[config.mk]
export PLATFORM = sky130hd
export DESIGN_NAME = alu_seq
export DESIGN_NICKNAME = d
export VERILOG_FILES = /design/src/rtl/alu_seq.sv
export SDC_FILE = /design/constraint.sdc
export NUM_CORES = 1
export LEC_CHECK = 0
export ABC_AREA = 1
export CAP_MARGIN = 20
export CORE_MARGIN = 10
export CORE_UTILIZATION = 55
export DETAILED_ROUTE_END_ITERATION = 10
export HOLD_SLACK_MARGIN = 0.06
export PLACE_DENSITY = 0.77
export SLEW_MARGIN = 20
export SYNTH_ARGS = -nofsm -noshare
export SYNTH_HDL_FRONTEND = slang
export SYNTH_SLANG_ARGS = --single-unit
[constraint.sdc]
create_clock -name clk -period 3.59 [get_ports clk]
set_input_delay 0.5385 -clock clk [delete_from_list [all_inputs] [get_ports clk]]
set_output_delay 0.5385 -clock clk [all_outputs]
set_load 0.05 [all_outputs]
[src/rtl/alu_seq.sv]
// alu_seq: registered WIDTH-bit ALU with valid/ready handshake and NZCV flags.
// Ops: 0 ADD, 1 SUB, 2 AND, 3 ORR, 4 EOR, 5 LSL, 6 LSR, 7 MUL.
// Optional iterative multiplier enabled by defining ALU_SEQ_MUL_EN; without it
// op 7 completes in one cycle with result=0 and flags={0,1,0,0}.
// Ports:
//   clk, rst_n            clock, synchronous active-low reset
//   in_valid/in_ready     operand handshake (a, b, op)
//   out_valid/out_ready   result handshake (result, flags={N,Z,C,V})
//   busy                  high while a MUL iteration is in progress
module alu_seq #(
    parameter int unsigned WIDTH = 32,
    parameter int unsigned SHW   = $clog2(WIDTH)
) (
    input  logic             clk,
    input  logic             rst_n,
    input  logic             in_valid,
    output logic             in_ready,
    input  logic [WIDTH-1:0] a,
    input  logic [WIDTH-1:0] b,
    input  logic [2:0]       op,
    output logic             out_valid,
    input  logic             out_ready,
    output logic [WIDTH-1:0] result,
    output logic [3:0]       flags,
    output logic             busy
);

    typedef enum logic [1:0] {
        IDLE = 2'd0,
        HOLD = 2'd1
`ifdef ALU_SEQ_MUL_EN
        ,
        MULT = 2'd2
`endif
    } state_t;

    state_t state, state_nx;
    logic   load_alu;

    logic [SHW-1:0]   amt;
    logic [WIDTH:0]   add_w, sub_w, lsl_w, lsr_w;
    logic [WIDTH-1:0] alu_res;
    logic             alu_c, alu_v;

    assign amt = b[SHW-1:0];

    // The extra bit on each shift vector catches the last bit shifted out,
    // which also yields C=0 naturally for a zero shift amount.
    always_comb begin
        add_w   = {1'b0, a} + {1'b0, b};
        sub_w   = {1'b0, a} - {1'b0, b};
        lsl_w   = {1'b0, a} << amt;
        lsr_w   = {a, 1'b0} >> amt;
        alu_res = '0;
        alu_c   = 1'b0;
        alu_v   = 1'b0;
        case (op)
            3'd0: begin
                alu_res = add_w[WIDTH-1:0];
                alu_c   = add_w[WIDTH];
                alu_v   = (a[WIDTH-1] == b[WIDTH-1]) && (add_w[WIDTH-1] != a[WIDTH-1]);
            end
            3'd1: begin
                alu_res = sub_w[WIDTH-1:0];
                alu_c   = ~sub_w[WIDTH];
                alu_v   = (a[WIDTH-1] != b[WIDTH-1]) && (sub_w[WIDTH-1] != a[WIDTH-1]);
            end
            3'd2: alu_res = a & b;
            3'd3: alu_res = a | b;
            3'd4: alu_res = a ^ b;
            3'd5: begin
                alu_res = lsl_w[WIDTH-1:0];
                alu_c   = lsl_w[WIDTH];
            end
            3'd6: begin
                alu_res = lsr_w[WIDTH:1];
                alu_c   = lsr_w[0];
            end
            default: ;
        endcase
    end

`ifdef ALU_SEQ_MUL_EN
    localparam logic [SHW:0] CNT_INIT = (SHW+1)'(WIDTH);
    localparam logic [SHW:0] CNT_ONE  = (SHW+1)'(1);

    logic             load_mul, mul_done;
    logic [WIDTH-1:0] mcand, mplier, acc, mul_sum;
    logic [SHW:0]     cnt;

    assign mul_sum = acc + (mplier[0] ? mcand : '0);
`endif

    always_comb begin
        state_nx  = state;
        in_ready  = 1'b0;
        out_valid = 1'b0;
        busy      = 1'b0;
        load_alu  = 1'b0;
`ifdef ALU_SEQ_MUL_EN
        load_mul  = 1'b0;
        mul_done  = 1'b0;
`endif
        case (state)
            IDLE: in_ready = rst_n;
            HOLD: begin
                out_valid = 1'b1;
                in_ready  = rst_n && out_ready;
                if (out_ready)
                    state_nx = IDLE;
            end
`ifdef ALU_SEQ_MUL_EN
            MULT: begin
                busy = 1'b1;
                if (cnt == CNT_ONE) begin
                    mul_done = 1'b1;
                    state_nx = HOLD;
                end
            end
`endif
            default: state_nx = IDLE;
        endcase
        // An accept overrides the drain-to-IDLE decision so HOLD can stream.
        if (in_valid && in_ready) begin
`ifdef ALU_SEQ_MUL_EN
            if (op == 3'd7) begin
                load_mul = 1'b1;
                state_nx = MULT;
            end else begin
                load_alu = 1'b1;
                state_nx = HOLD;
            end
`else
            load_alu = 1'b1;
            state_nx = HOLD;
`endif
        end
    end

    always_ff @(posedge clk) begin
        if (!rst_n) begin
            state  <= IDLE;
            result <= '0;
            flags  <= '0;
`ifdef ALU_SEQ_MUL_EN
            mcand  <= '0;
            mplier <= '0;
            acc    <= '0;
            cnt    <= '0;
`endif
        end else begin
            state <= state_nx;
            if (load_alu) begin
                result <= alu_res;
                flags  <= {alu_res[WIDTH-1], alu_res == '0, alu_c, alu_v};
            end
`ifdef ALU_SEQ_MUL_EN
            if (load_mul) begin
                mcand  <= a;
                mplier <= b;
                acc    <= '0;
                cnt    <= CNT_INIT;
            end else if (state == MULT) begin
                acc    <= mul_sum;
                mcand  <= mcand << 1;
                mplier <= mplier >> 1;
                cnt    <= cnt - CNT_ONE;
                if (mul_done) begin
                    result <= mul_sum;
                    flags  <= {mul_sum[WIDTH-1], mul_sum == '0, 2'b00};
                end
            end
`endif
        end
    end

endmodule

==> results.yml <==
worst_hold_path:
  min-delay-start: "result[22]"
  hp-class: "reg2reg"
  min_path_cells: 2
  whs_endpoint: "result[22]"
yosys:
  synth_edf_count: 0
  async_flop_share_pct: 0
  syn_nets: 2435
  avgSynthCellArea_um2: 5.02
  synthTopCellsByArea: "nand2_1, nand3_1, ha_1"
  ys_types: 43
  synth_top_cell_area_share_pct: 22.3
  yosysWarnings: 0
  yosys.area.top_type: "nand2_1"
  synth_seq_area_share_pct: 6.37
  ys_seq_elements: 36
  syn_inst: 2256
  netlist_area_um2: 11300
  synth_ff_type: "dfxtp_1"
global_routing:
  grt_overflow: 0
  first_global_vias: 14091
  grt_usage_pct: 37.8
  grt_pass1_wl_mm: 79.8
  antenna_found_initial: 0
  grt_max_degree: 75
outcome:
  status: "complete, no violations"
worst_setup_path:
  worstReg2RegEnd: "result[1]"
  path_class: "in2reg"
  arrival_ps: 3600
  crit_required_ps: 3820
  start_kind: "primary input"
  crit_fanout: 4
  reg2reg_slack_ps: 1580
  reg2reg_from: "state[0]"
  ff2ff_path_depth: 5
  cp-end-kind: "register"
placement:
  numPlacedInstances: 2647
  dp_hpwl_mm: 43.4
  place.gp.congestion: 1.13
  placed_cell_area_um2: 13100
  io_buffers: 108
final_layout:
  fin_area_um2: 13300
  areaGrowthSynthToFinish_pct: 17.8
  finalNonFillerCells: 2655
  diodes: 0
  drive_gt1_share_pct: 7.63
  nNetsFinal: 2563
floorplanning:
  core-area_um2: 20200
  initial_utilization_pct: 55.9
  die_h_um: 163
  ioPinCount: 110
  fp-row-count: 52
  dieArea_um2: 26700
  die_w_um: 163
power:
  vdd_drop_max_v: 0.000169
  p_leak_uw: 0.00744
  cellPowerDensity_nw_per_um2: 227
run:
  drv_cap: 0
clocking:
  clkLatencyLatePin_ps: 300
  cts_tree: "built"
  numCtsBuffers: 5
  cts_sinks: 36
  cts_setup_buffers: 0
  htree_levels: 2
  cts_root_buffer: "clkbuf_16"
  clk_pin_slew_worst_paths_ps: 60
  clockBufferDepth: 2
drt:
  vias: 15990
  drc: 0
  antenna_left: 0
  vias_per_cell: 6.02
  wire_per_inst_um: 19.8
  first_iter_violations: 2490
  dr.pass1.iters: 8
  wirelength_mm: 52.6
sta:
  fin_crit_ps: 3370
  timing.fmax_ghz: 0.296
  period_share_pct: 94.0
  hold_viol_final: 0
  relSlewSlack_pct: 26.3
  worst_hold_slack_ps: 457
  finalMaxSlewViolations: 0
  skew_ps: 5.51
  worstMarginPinSlew_ps: 1100
  setup_viol: 0
critical path, stage by stage:
cell and delay [ps]:
clkdlybuf4s50_1 560, inv_1 110, ha_1 220, inv_1 110, fa_1 210, nand2_1 80, nand2_1 140, nand3_1 110
nand2_1 160, nand2_1 110, nand3_2 130, nand2_1 100, nand2_1 80, nand2_1 60, buf_4 130, nand3_1 50
nand3_1 150, nor2_1 140, nand3_1 90, nor2_1 140, nand2_1 70, a21oi_2 100
state kept, by name, summed over array words and instances (netlist names):
register and cells:
state 1, flags 3, result 32
where the power goes:
part           leakage, uW  internal (uW)  switching [uW]
Sequential        0.000297            432            17.0
Combinational      0.00708            696            1420
Clock            0.0000660            259             196
worst max-delay path by stage:
stage	from	endpoint	slack (ps)	cells after the start
2_1_floorplan	b[2]	flags[2]	710	24
3_3_place_gp	a[4]	flags[2]	-1	21
3_5_place_dp	a[0]	flags[2]	-30	22
4_1_cts	a[0]	flags[2]	240	22
5_1_grt	a[0]	flags[2]	-30	19
6_report	a[0]	flags[2]	220	22
final cells by class:
| cell class | instances | area (um^2) |
|---|---|---|
| Inverter | 340 | 1280 |
| Multi-Input combinational cell | 1776 | 8820 |
| Sequential cell | 36 | 721 |
| Clock buffer | 5 | 125 |
| Fill cell | 2014 | 6900 |
| Tap cell | 270 | 338 |
| Clock inverter | 3 | 23.8 |
| Timing Repair Buffer | 225 | 2020 |
logic make-up after synthesis:
family | share of synthesized area, %
AND/OR/NAND/NOR | 55.4
XOR/XNOR | 0.155
flip-flops | 6.37
other | 0.0331
AO/OA/AOI/OAI | 9.84
multiplexers | 0.177
buffers and inverters | 16.0
adder cells (fa/ha/maj) | 12.1
routing by layer:
layer / GRT usage (%) / part of all wire [%] / wire length [um] / vias to the layer above
met2: 57.1 / 41 / 21600 / 1260
li1: - / - / - / 7451
met4: 22.9 / 7.6 / 3980 / 0
met5: 0 / 0 / 0 / -
met1: 48.5 / 38 / 20200 / 7061
met3: 7.55 / 13 / 6840 / 218
Yosys cell counts (all sizes together) (2+ instances only):
library cell and instances:
nand2 683, nand3 458, inv 339, nor2 260, ha 106, a21oi 84
buf 82, o21ai 73, dfxtp 36, nand4 24, clkbuf 22, nor3 20
o22ai 20, and2 11, o211ai 7, o21bai 7, o221ai 5, nand3b 3
a211oi 2, fa 2, mux2i 2, xor2 2
through the flow:
stage	total power, uW	TNS (ps)	utilization, %	setup slack [ps]
finish	3020	0	65.9	215
global route	3200	-26.8	65.9	-26.8
CTS	2940	0	65.7	245
detailed placement	2480	-30.3	65.0	-30.3
global placement	2460	-1.02	65.0	-1.02
floorplan	1710	0	-	706
layout by cell type, fill, tap and decap left out, drive strengths merged, types with 5 or more instances in the layout:
cell type      instances
ha                   106
and2                  11
inv                  339
o21bai                 7
o21ai                 73
a21oi                 84
buf                  120
nor3                  20
o22ai                 20
nand3                458
o211ai                 7
clkbuf                 5
nand4                 24
nor2                 260
o221ai                 5
clkdlybuf4s50        105
dfxtp                 36
nand2                683
timing repair:
item,4_1_cts,5_1_grt
hold buffers,0,0
endpoints found under the setup margin,0,1
resized for setup,0,11
Note: power is estimated with default switching activity, not from simulation.
